`config.mk`:
```
export PLATFORM = sky130hd
export DESIGN_NAME = gray_counter_conv
export DESIGN_NICKNAME = d
export VERILOG_FILES = /design/src/rtl/gray_pkg.sv /design/src/rtl/gray_counter_conv_gray_to_bin.sv /design/src/rtl/gray_counter_conv.sv
export SDC_FILE = /design/constraint.sdc
export NUM_CORES = 1
export LEC_CHECK = 0
export CORE_MARGIN = 4
export CORE_UTILIZATION = 47
export DETAILED_ROUTE_END_ITERATION = 7
export GPL_TIMING_DRIVEN = 0
export PLACE_DENSITY = 0.79
export SYNTH_ARGS = -nofsm -noshare
export SYNTH_HDL_FRONTEND = slang
export SYNTH_SLANG_ARGS = --single-unit
```
`constraint.sdc`:
```
create_clock -name clk -period 3.2 [get_ports clk]
set_input_delay 0.64 -clock clk [delete_from_list [all_inputs] [get_ports clk]]
set_output_delay 0.64 -clock clk [all_outputs]
set_load 0.02 [all_outputs]
```
`src/rtl/gray_pkg.sv`:
```
// Shared Gray-code helpers for the Gray counter and its decoder.
// The conversion functions work on a 32-bit form. Callers zero-extend narrower
// values in and truncate results out, so any counter width up to 31 bits works.
package gray_pkg;

    localparam int GRAY_DEFAULT_WIDTH = 4;

    // Binary to Gray: adjacent binary values differ in exactly one Gray bit.
    function automatic logic [31:0] bin2gray(input logic [31:0] b);
        return b ^ (b >> 1);
    endfunction

    // Gray to binary: each binary bit is the XOR of all Gray bits at or above it.
    function automatic logic [31:0] gray2bin(input logic [31:0] g);
        logic [31:0] b;
        b = '0;
        for (int i = 0; i < 32; i++) begin
            b[i] = ^(g >> i);
        end
        return b;
    endfunction

    // Gray code of the all-ones binary value for a given width (only the MSB set).
    function automatic logic [31:0] gray_max(input int width);
        return bin2gray(32'hFFFF_FFFF >> (32 - width));
    endfunction

    localparam logic [GRAY_DEFAULT_WIDTH-1:0] GRAY_MAX =
        GRAY_DEFAULT_WIDTH'(gray_max(GRAY_DEFAULT_WIDTH));

endpackage

```
`src/rtl/gray_counter_conv_gray_to_bin.sv`:
```
// Combinational Gray-to-binary decoder (prefix XOR from the MSB down).
module gray_to_bin #(
    parameter int WIDTH = 4
) (
    input  logic [WIDTH-1:0] gray,
    output logic [WIDTH-1:0] bin
);

    // Each output bit is the parity of the Gray bits from its position upward.
    // NOTE: give every always_comb output a default before any branch or loop so no latch can be inferred.
    always_comb begin
        bin = '0;
        for (int i = 0; i < WIDTH; i++) begin
            bin[i] = ^(gray >> i);
        end
    end

endmodule

```
`src/rtl/gray_counter_conv.sv`:
```
// Gray-code up/down counter with load, wrap/saturate ends, terminal count,
// wrap pulse and a registered binary readback that trails the state by a cycle.
// WIDTH must be in the range 2..31.
module gray_counter_conv
    import gray_pkg::*;
#(
    parameter int WIDTH = 4,
    parameter bit WRAP  = 1'b1
) (
    input  logic             clk,
    input  logic             rst,
    input  logic             en,
    input  logic             up_dn,
    input  logic             load,
    input  logic [WIDTH-1:0] load_bin,
    output logic [WIDTH-1:0] gray_out,
    output logic [WIDTH-1:0] bin_out,
    output logic             bin_valid,
    output logic             tc,
    output logic             wrap_pulse
);

    localparam logic [WIDTH-1:0] GRAY_TOP = WIDTH'(gray_max(WIDTH));

    logic [WIDTH-1:0] bin_cur;
    logic [WIDTH-1:0] bin_next;
    logic [WIDTH-1:0] gray_d;
    logic             at_end;
    logic             wrap_d;

    // A single decoder serves both the next-state arithmetic and the readback register.
    gray_to_bin #(.WIDTH(WIDTH)) u_decode (
        .gray (gray_out),
        .bin  (bin_cur)
    );

    // Next state: load wins, then a count step, otherwise hold. In saturate mode
    // a step off the end for the current direction is suppressed.
    always_comb begin
        bin_next = up_dn ? (bin_cur + WIDTH'(1)) : (bin_cur - WIDTH'(1));
        at_end   = up_dn ? (bin_cur == '1) : (bin_cur == '0);
        gray_d   = gray_out;
        wrap_d   = 1'b0;
        if (load) begin
            gray_d = WIDTH'(bin2gray(32'(load_bin)));
        end else if (en) begin
            if (WRAP || !at_end) begin
                gray_d = WIDTH'(bin2gray(32'(bin_next)));
                wrap_d = at_end;
            end
        end
    end

    // Terminal count depends on direction, so it stays combinational from state and up_dn.
    assign tc = up_dn ? (gray_out == GRAY_TOP) : (gray_out == '0);

    // Gray state and the wrap pulse are registered together.
    // NOTE: sequential state uses non-blocking assignments so every register samples pre-edge values.
    always_ff @(posedge clk or posedge rst) begin
        if (rst) begin
            gray_out   <= '0;
            wrap_pulse <= 1'b0;
        end else begin
            gray_out   <= gray_d;
            wrap_pulse <= wrap_d;
        end
    end

    // Readback captures the decode of the current state; it is valid only when
    // the state does not move on this edge.
    always_ff @(posedge clk or posedge rst) begin
        if (rst) begin
            bin_out   <= '0;
            bin_valid <= 1'b0;
        end else begin
            bin_out   <= bin_cur;
            bin_valid <= (gray_d == gray_out);
        end
    end

endmodule

```
* Word level (Yosys, flattened, before mapping) *
Cells that the tools add are included.

word-level totals
  bits in registers = 10
  output and inout port bits = 11
  word-level logic and storage cells = 24

operators by class
  add/subtract/negate cells = 2
  eq/ne operators = 3
  muxes and demuxes = 7
  bitwise gates (word level) = 2
  reductions and logical operators = 6

operators by type and width
  cell                                               count
  XOR reduction 4 bit                                4
  two-way mux 4 bit                                  3
  equality test 4 bit (second input constant)        2
  logical NOT 4 bit                                  2
  bitwise XOR 4 x 3 -> 4 bit                         2
  adder 4 x 1 -> 4 bit (second input constant)       1
  equality test 4 bit                                1
  two-way mux 1 bit                                  4
  subtractor 4 x 1 -> 4 bit (second input constant)  1

* Longest topological paths before layout *
Gate-level depths: netlist of the first run.

  depth in word-level cells = 7
  depth in mapped cells = 10
  depth with buffers taken out = 10

* Modules after synthesis *
A second synthesis of the first run with hierarchy kept.

second synthesis, totals
  cells, all modules = 71
  area, all modules = 735.7 µm²

modules (own cells, without submodules)
  module             instances  cells each  area each (µm²)  seq. area each (µm²)
  gray_counter_conv  1          66          685.7            250.2
  gray_to_bin        1          5           50.0             0.0

* Least setup slack after synthesis of the first run *
Ideal clock, no wire load.

  path type = register to register
  start point = register gray_out[2]
  end point = register bin_valid
  library setup time = 0.126 ns
  arrival = 2.565 ns
  data required time = 3.074 ns
  slack = 0.509 ns
  stages on the path, launching flop included = 11
  buffers on the path = 0
  clock period less this slack = 2.691 ns
  cell sequence = dfrtp_1 > inv_1 > ha_1 > xor2_1 > inv_2 > fa_1 > xnor2_2 > xnor2_2 > xnor2_1 > nor3_1 > o32a_1

between the ends
  word-level cells in the longest chain between the ends = 7
  elaborated cells on any way between the ends = 10

RTL lines
  item                                                                      RTL line                             source
  start: declaration                                                        gray_counter_conv.sv:16              output logic [WIDTH-1:0] gray_out,
  start signal: assignment                                                  gray_counter_conv.sv:64              gray_out <= gray_d;
  XOR reduction 4 bit *                                                     gray_counter_conv_gray_to_bin.sv:14  bin[i] = ^(gray >> i);
  named net bin_cur[2]                                                      gray_counter_conv.sv:25              logic [WIDTH-1:0] bin_cur;
  subtractor 4 x 1 -> 4 bit / adder 4 x 1 -> 4 bit (equally long branches)  gray_counter_conv.sv:40              bin_next = up_dn ? (bin_cur + WIDTH'(1)) : (bin_cur - WIDTH'(1));
  two-way mux 4 bit *                                                       gray_counter_conv.sv:40
  bitwise XOR 4 x 3 -> 4 bit *                                              gray_pkg.sv:10                       return b ^ (b >> 1);
  two-way mux 4 bit *                                                       gray_counter_conv.sv:46              end else if (en) begin
  two-way mux 4 bit *                                                       gray_counter_conv.sv:44              if (load) begin
  equality test 4 bit *                                                     gray_counter_conv.sv:77              bin_valid <= (gray_d == gray_out);
  end signal: assignment                                                    gray_counter_conv.sv:77
  end: declaration                                                          gray_counter_conv.sv:18              output logic bin_valid,

The timed path passes the listed nets; every way through them passes the cells marked *.

* Worst setup path after layout of the first run *
  start point = register gray_out[3]
  end point = register bin_valid

Same word-level chain as after synthesis.

==> impl_metrics.tcl, run 1 <==
set metrics [dict create \
    outcome "finished clean" \
    slew-limit-headroom 0.7379 \
    setup_viol 0 \
    drtIter0Drc 6 \
    postCtsHoldBufs 0 \
    htreeDepth 1 \
    ctsResizeCount 0 \
    synth-edff-count 0 \
    synth_cells 75 \
    post_cts.repair.setup_buffers 0 \
    fillers 124 \
    cts_buffers 3 \
    cts_max_path_buffers 2 \
    worst_pin_slew_ns 0.3927 \
    post-synth-top-count-cell "xnor2_1" \
    synth.cell_area_sq_um 762.0 \
    max_freq_ghz 0.3455 \
    postSynth.asyncResetShare 1.000 \
    arrival_ns 3.04 \
    syn_nets 90 \
    min_path_type "reg -> reg" \
    gp_congestion 0.7760 \
    grt_pass1_wl_mm 2.746 \
    hpwl_mm 1.285 \
    die_height_um 48.27 \
    crit_fanout 7 \
    via_count 614 \
    regToRegSetupSlack_ns 0.31 \
    grt_max_degree 11 \
    timing.final.crit_share 0.9045 \
    via_per_inst 5.434 \
    multiInputGateArea_sq_um 470.5 \
    finClkSkew_ns 0.0008762 \
    pin_count 20 \
    core_region_area_sq_um 1524 \
    synth_top_area_frac 0.3284 \
    clkSinkCount 10 \
    n_antenna_cell 0 \
    crit_type "reg -> reg" \
    rsz0062_at_grt "false" \
    synth_commonest_cells "xnor2_1 (13), dfrtp_1 (10), inv_1 (6), ha_1 (5), mux2i_1 (4)" \
    cts-root-buf "clkbuf_4" \
    path_clk_slew_ns 0.07 \
    yosysTopAreaCell "dfrtp_1" \
    netlist_top_cells_area "dfrtp_1 (33%), xnor2_1 (15%), ha_1 (8.2%)" \
    syn_avg_cell_area_sq_um 10.16 \
    synth_warnings 0 \
    final-max-slew-violation-count 0 \
    drv_cap 0 \
    wirelength_mm 1.608 \
    antenna_found_initial 0 \
    post-route-util 0.6527 \
    grt_overflow 0 \
    worstSetupEndpointType "flop" \
    die_w_um 48.27 \
    cp-start-kind "flop" \
    fp.dieArea_sq_um 2330 \
    grt_use_total 0.1713 \
    firstDrtPassIters 4 \
    synthDistinctLibCells 28 \
    timing.final.ws_setup_ns 0.3056 \
    cp.required_ns 3.35 \
    fin_nets 114 \
    ys.flop_type "dfrtp_1" \
    drcViolationCount 0 \
    hold_viol 0 \
    initial_core_util 0.5000 \
    period_needed_ns 2.894 \
    final_antenna_net_count 0 \
    dpl_worst_slack_ns 0.2144 \
    synth-seq-area-share 0.3284 \
    drive_gt1_frac 0.1134 \
    area_growth_pct 30.54 \
    port-buffer-count 19 \
    rows 14 \
    cts_tree "built" \
    ys_ff_latch 10 \
    wl_per_cell_um 14.23 \
    fin_setup_tns_ns 0 \
    grt_pass1_vias 637 \
    clk_latency_ns 0.27 \
    regArea_sq_um 250.2 \
]
[registers in the layout, summed over array words and instances (netlist names)]
register and count:
gray_out 4, bin_out 4, wrap_pulse 1, bin_valid 1
[metrics by stage]
step | hold WS [ns] | instance area [sq um] | std cells
floorplan | 0.4802 | 762.0 | 75
global placement | 0.5518 | 972.2 | 110
detailed placement | 0.5788 | 972.2 | 110
CTS | 0.5840 | 994.7 | 113
global route | 0.6007 | 994.7 | 113
finish | 0.5858 | 994.7 | 113
[per-layer routing]
layer / up-vias / track usage / share of wire
met5: - / 0 / 0
met4: 0 / 0.05914 / 0.011
met3: 5 / 0.03690 / 0.042
met2: 17 / 0.2813 / 0.49
met1: 290 / 0.2207 / 0.45
li1: 302 / - / -
[final cells by class]
class	count	share of cell area
timing repair buffer	19	0.1912
inverter	8	0.03019
sequential	10	0.2516
multi-input combinational	55	0.4730
clock buffer	3	0.02264
buffer	2	0.01132
tap	16	0.02013
[critical path, cell delays in order (launching register included)]
cell and delay, ns:
dfrtp_1 0.53, inv_1 0.13, ha_1 0.34, xor2_1 0.27, inv_2 0.10, fa_1 0.41
xnor2_2 0.31, xnor2_2 0.17, xnor2_1 0.14, nor3_1 0.06, o32a_1 0.32
[final timing paths]
check | endpoint | startpoint | cells past startpoint
max | bin_valid | gray_out[3] | 10
min | bin_out[3] | gray_out[3] | 0
max reg2reg | bin_valid | gray_out[3] | 10
min reg2reg | bin_out[3] | gray_out[3] | 0
max in group asynchronous | bin_out[1] | rst | 2
min in group asynchronous | bin_out[3] | rst | 2
[layout by cell type, fill, tap and decap left out]
cell,n
nor3_1,2
xor2_1,3
inv_2,2
a2111oi_2,1
nand3_1,2
o21ai_0,1
nand4_1,2
a21oi_1,3
a22oi_1,1
dfrtp_1,10
o21ai_1,2
xnor2_1,13
inv_1,6
fa_1,1
clkbuf_4,3
nor4b_2,1
and3b_2,1
clkdlybuf4s50_1,19
and3b_1,1
mux2i_1,4
nor2b_1,1
clkbuf_1,1
xnor2_2,2
nand2b_1,1
o32a_1,1
nand2_1,3
nor2_1,2
ha_1,5
buf_4,1
nor3b_1,2
[cell families after synthesis]
family | Yosys count | synth area share
flops | 10 | 0.3284
simple gates | 18 | 0.1478
buf+inv | 10 | 0.05419
compound gates | 9 | 0.08209
mux | 4 | 0.05255
xor+xnor | 18 | 0.2266
fa+ha+maj | 6 | 0.1084
Power of run 1 is left out: the tool's default activity adds up to more than one toggle a clock period on the data nets, which glitch-free logic cannot reach.
==> inputs of run 2 (changes only) <==
--- a/config.mk
+++ b/config.mk
@@ -6,10 +6,10 @@
 export NUM_CORES = 1
 export LEC_CHECK = 0
 export CORE_MARGIN = 4
-export CORE_UTILIZATION = 47
+export CORE_UTILIZATION = 41
 export DETAILED_ROUTE_END_ITERATION = 7
 export GPL_TIMING_DRIVEN = 0
-export PLACE_DENSITY = 0.79
+export PLACE_DENSITY = 0.7
 export SYNTH_ARGS = -nofsm -noshare
 export SYNTH_HDL_FRONTEND = slang
 export SYNTH_SLANG_ARGS = --single-unit
==> impl_metrics.tcl, run 2 (synthesis gave the netlist of run 1 again) <==
set metrics [dict create \
    critical-path-top-delay-family "XOR/XNOR gates" \
    hpwl_mm 1.254 \
    rsz0062_at_grt "false" \
    period_needed_ns 2.894 \
    cp.required_ns 3.34 \
    grt_pass1_wl_mm 2.573 \
    fp.dieArea_sq_um 2612 \
    grt_use_total 0.1333 \
    ctsResizeCount 0 \
    rows 15 \
    slew-limit-headroom 0.7177 \
    cts-root-buf "clkbuf_4" \
    drtIter0Drc 10 \
    worstSetupEndpointType "flop" \
    crit_top_cell "xnor2_2" \
    multiInputGateArea_sq_um 470.5 \
    wl_per_cell_um 12.36 \
    drcViolationCount 0 \
    clkSinkCount 10 \
    largest_registers "bin_out (4), gray_out (4)" \
    finClkSkew_ns 0.01557 \
    gp_congestion 0.7645 \
    final-max-slew-violation-count 0 \
    antenna_found_initial 0 \
    crit_fanout 7 \
    die_w_um 51.11 \
    cts_tree "built" \
    final_antenna_net_count 0 \
    core_region_area_sq_um 1745 \
    crit_buf_inv 2 \
    area_growth_pct 33.83 \
    htreeDepth 1 \
    regArea_sq_um 250.2 \
    pin_count 20 \
    fillers 157 \
    drive_gt1_frac 0.1224 \
    wirelength_mm 1.520 \
    timing.final.crit_share 0.9042 \
    hold_viol 0 \
    via_count 587 \
    postCtsHoldBufs 0 \
    initial_core_util 0.4366 \
    grt_overflow 0 \
    min_path_type "reg -> reg" \
    n_antenna_cell 0 \
    firstDrtPassIters 4 \
    cp_slowest_cell "dfrtp_1" \
    outcome "finished clean" \
    clk_latency_ns 0.27 \
    path_clk_slew_ns 0.06 \
    post_cts.repair.setup_buffers 0 \
    setup_viol 0 \
    mostFrequentLayoutCells "clkdlybuf4s50_1 (19), xnor2_1 (13), dfrtp_1 (10)" \
    grt_max_degree 11 \
    arrival_ns 3.03 \
    final_common_cell "clkdlybuf4s50_1" \
    cts_max_path_buffers 2 \
    fin_setup_tns_ns 0 \
    port-buffer-count 19 \
    max_stage_delay_ns 0.51 \
    max_freq_ghz 0.3456 \
    fin_nets 114 \
    cts_buffers 3 \
    cp-start-kind "flop" \
    die_height_um 51.11 \
    path_cells "inv_1 > ha_1 > xor2_1 > inv_2 > fa_1 > xnor2_2 > xnor2_2 > xnor2_1 > nor3_1 > o32a_1" \
    crit_type "reg -> reg" \
    worst_pin_slew_ns 0.4226 \
    via_per_inst 4.772 \
    drv_cap 0 \
    grt_pass1_vias 547 \
]
## run 2: path summary, 6_finish.rpt
kind,cells past startpoint,from,end,slack [ns]
min in group asynchronous,2,rst,gray_out[2],0.65
hold reg to reg,0,gray_out[3],bin_out[3],0.57
max in group asynchronous,2,rst,bin_out[2],2.25
hold / removal,0,gray_out[3],bin_out[3],0.57
setup reg to reg,10,gray_out[3],bin_valid,0.31
setup / recovery,10,gray_out[3],bin_valid,0.31
## run 2: final cells by class
class | count | share of cell area
Inverter | 8 | 0.02945
Clock buffer | 4 | 0.03558
Timing Repair Buffer | 19 | 0.1865
Sequential cell | 10 | 0.2454
Buffer | 2 | 0.01104
Tap cell | 25 | 0.03067
Multi-Input combinational cell | 55 | 0.4613
## run 2: layer usage
| layer | vias up | track usage | routed length (um) |
|---|---|---|---|
| met5 | - | 0 | 0 |
| met4 | 0 | 0.01345 | 6 |
| met3 | 2 | 0.04665 | 85 |
| met2 | 14 | 0.1996 | 707 |
| met1 | 267 | 0.1901 | 721 |
| li1 | 304 | - | - |
## run 2: through the flow
stage | instances | area, sq um | setup slack [ns] | hold slack (ns) | utilization
floorplan | 75 | 762.0 | 0.5089 | 0.4802 | -
global placement | 119 | 983.4 | 0.2237 | 0.5647 | 0.5634
detailed placement | 119 | 983.4 | 0.2044 | 0.5692 | 0.5634
CTS | 123 | 1020 | 0.3046 | 0.5794 | 0.5842
global route | 123 | 1020 | 0.1247 | 0.6114 | 0.5842
finish | 123 | 1020 | 0.3065 | 0.5714 | 0.5842
Power of run 2 is left out for the same reason.
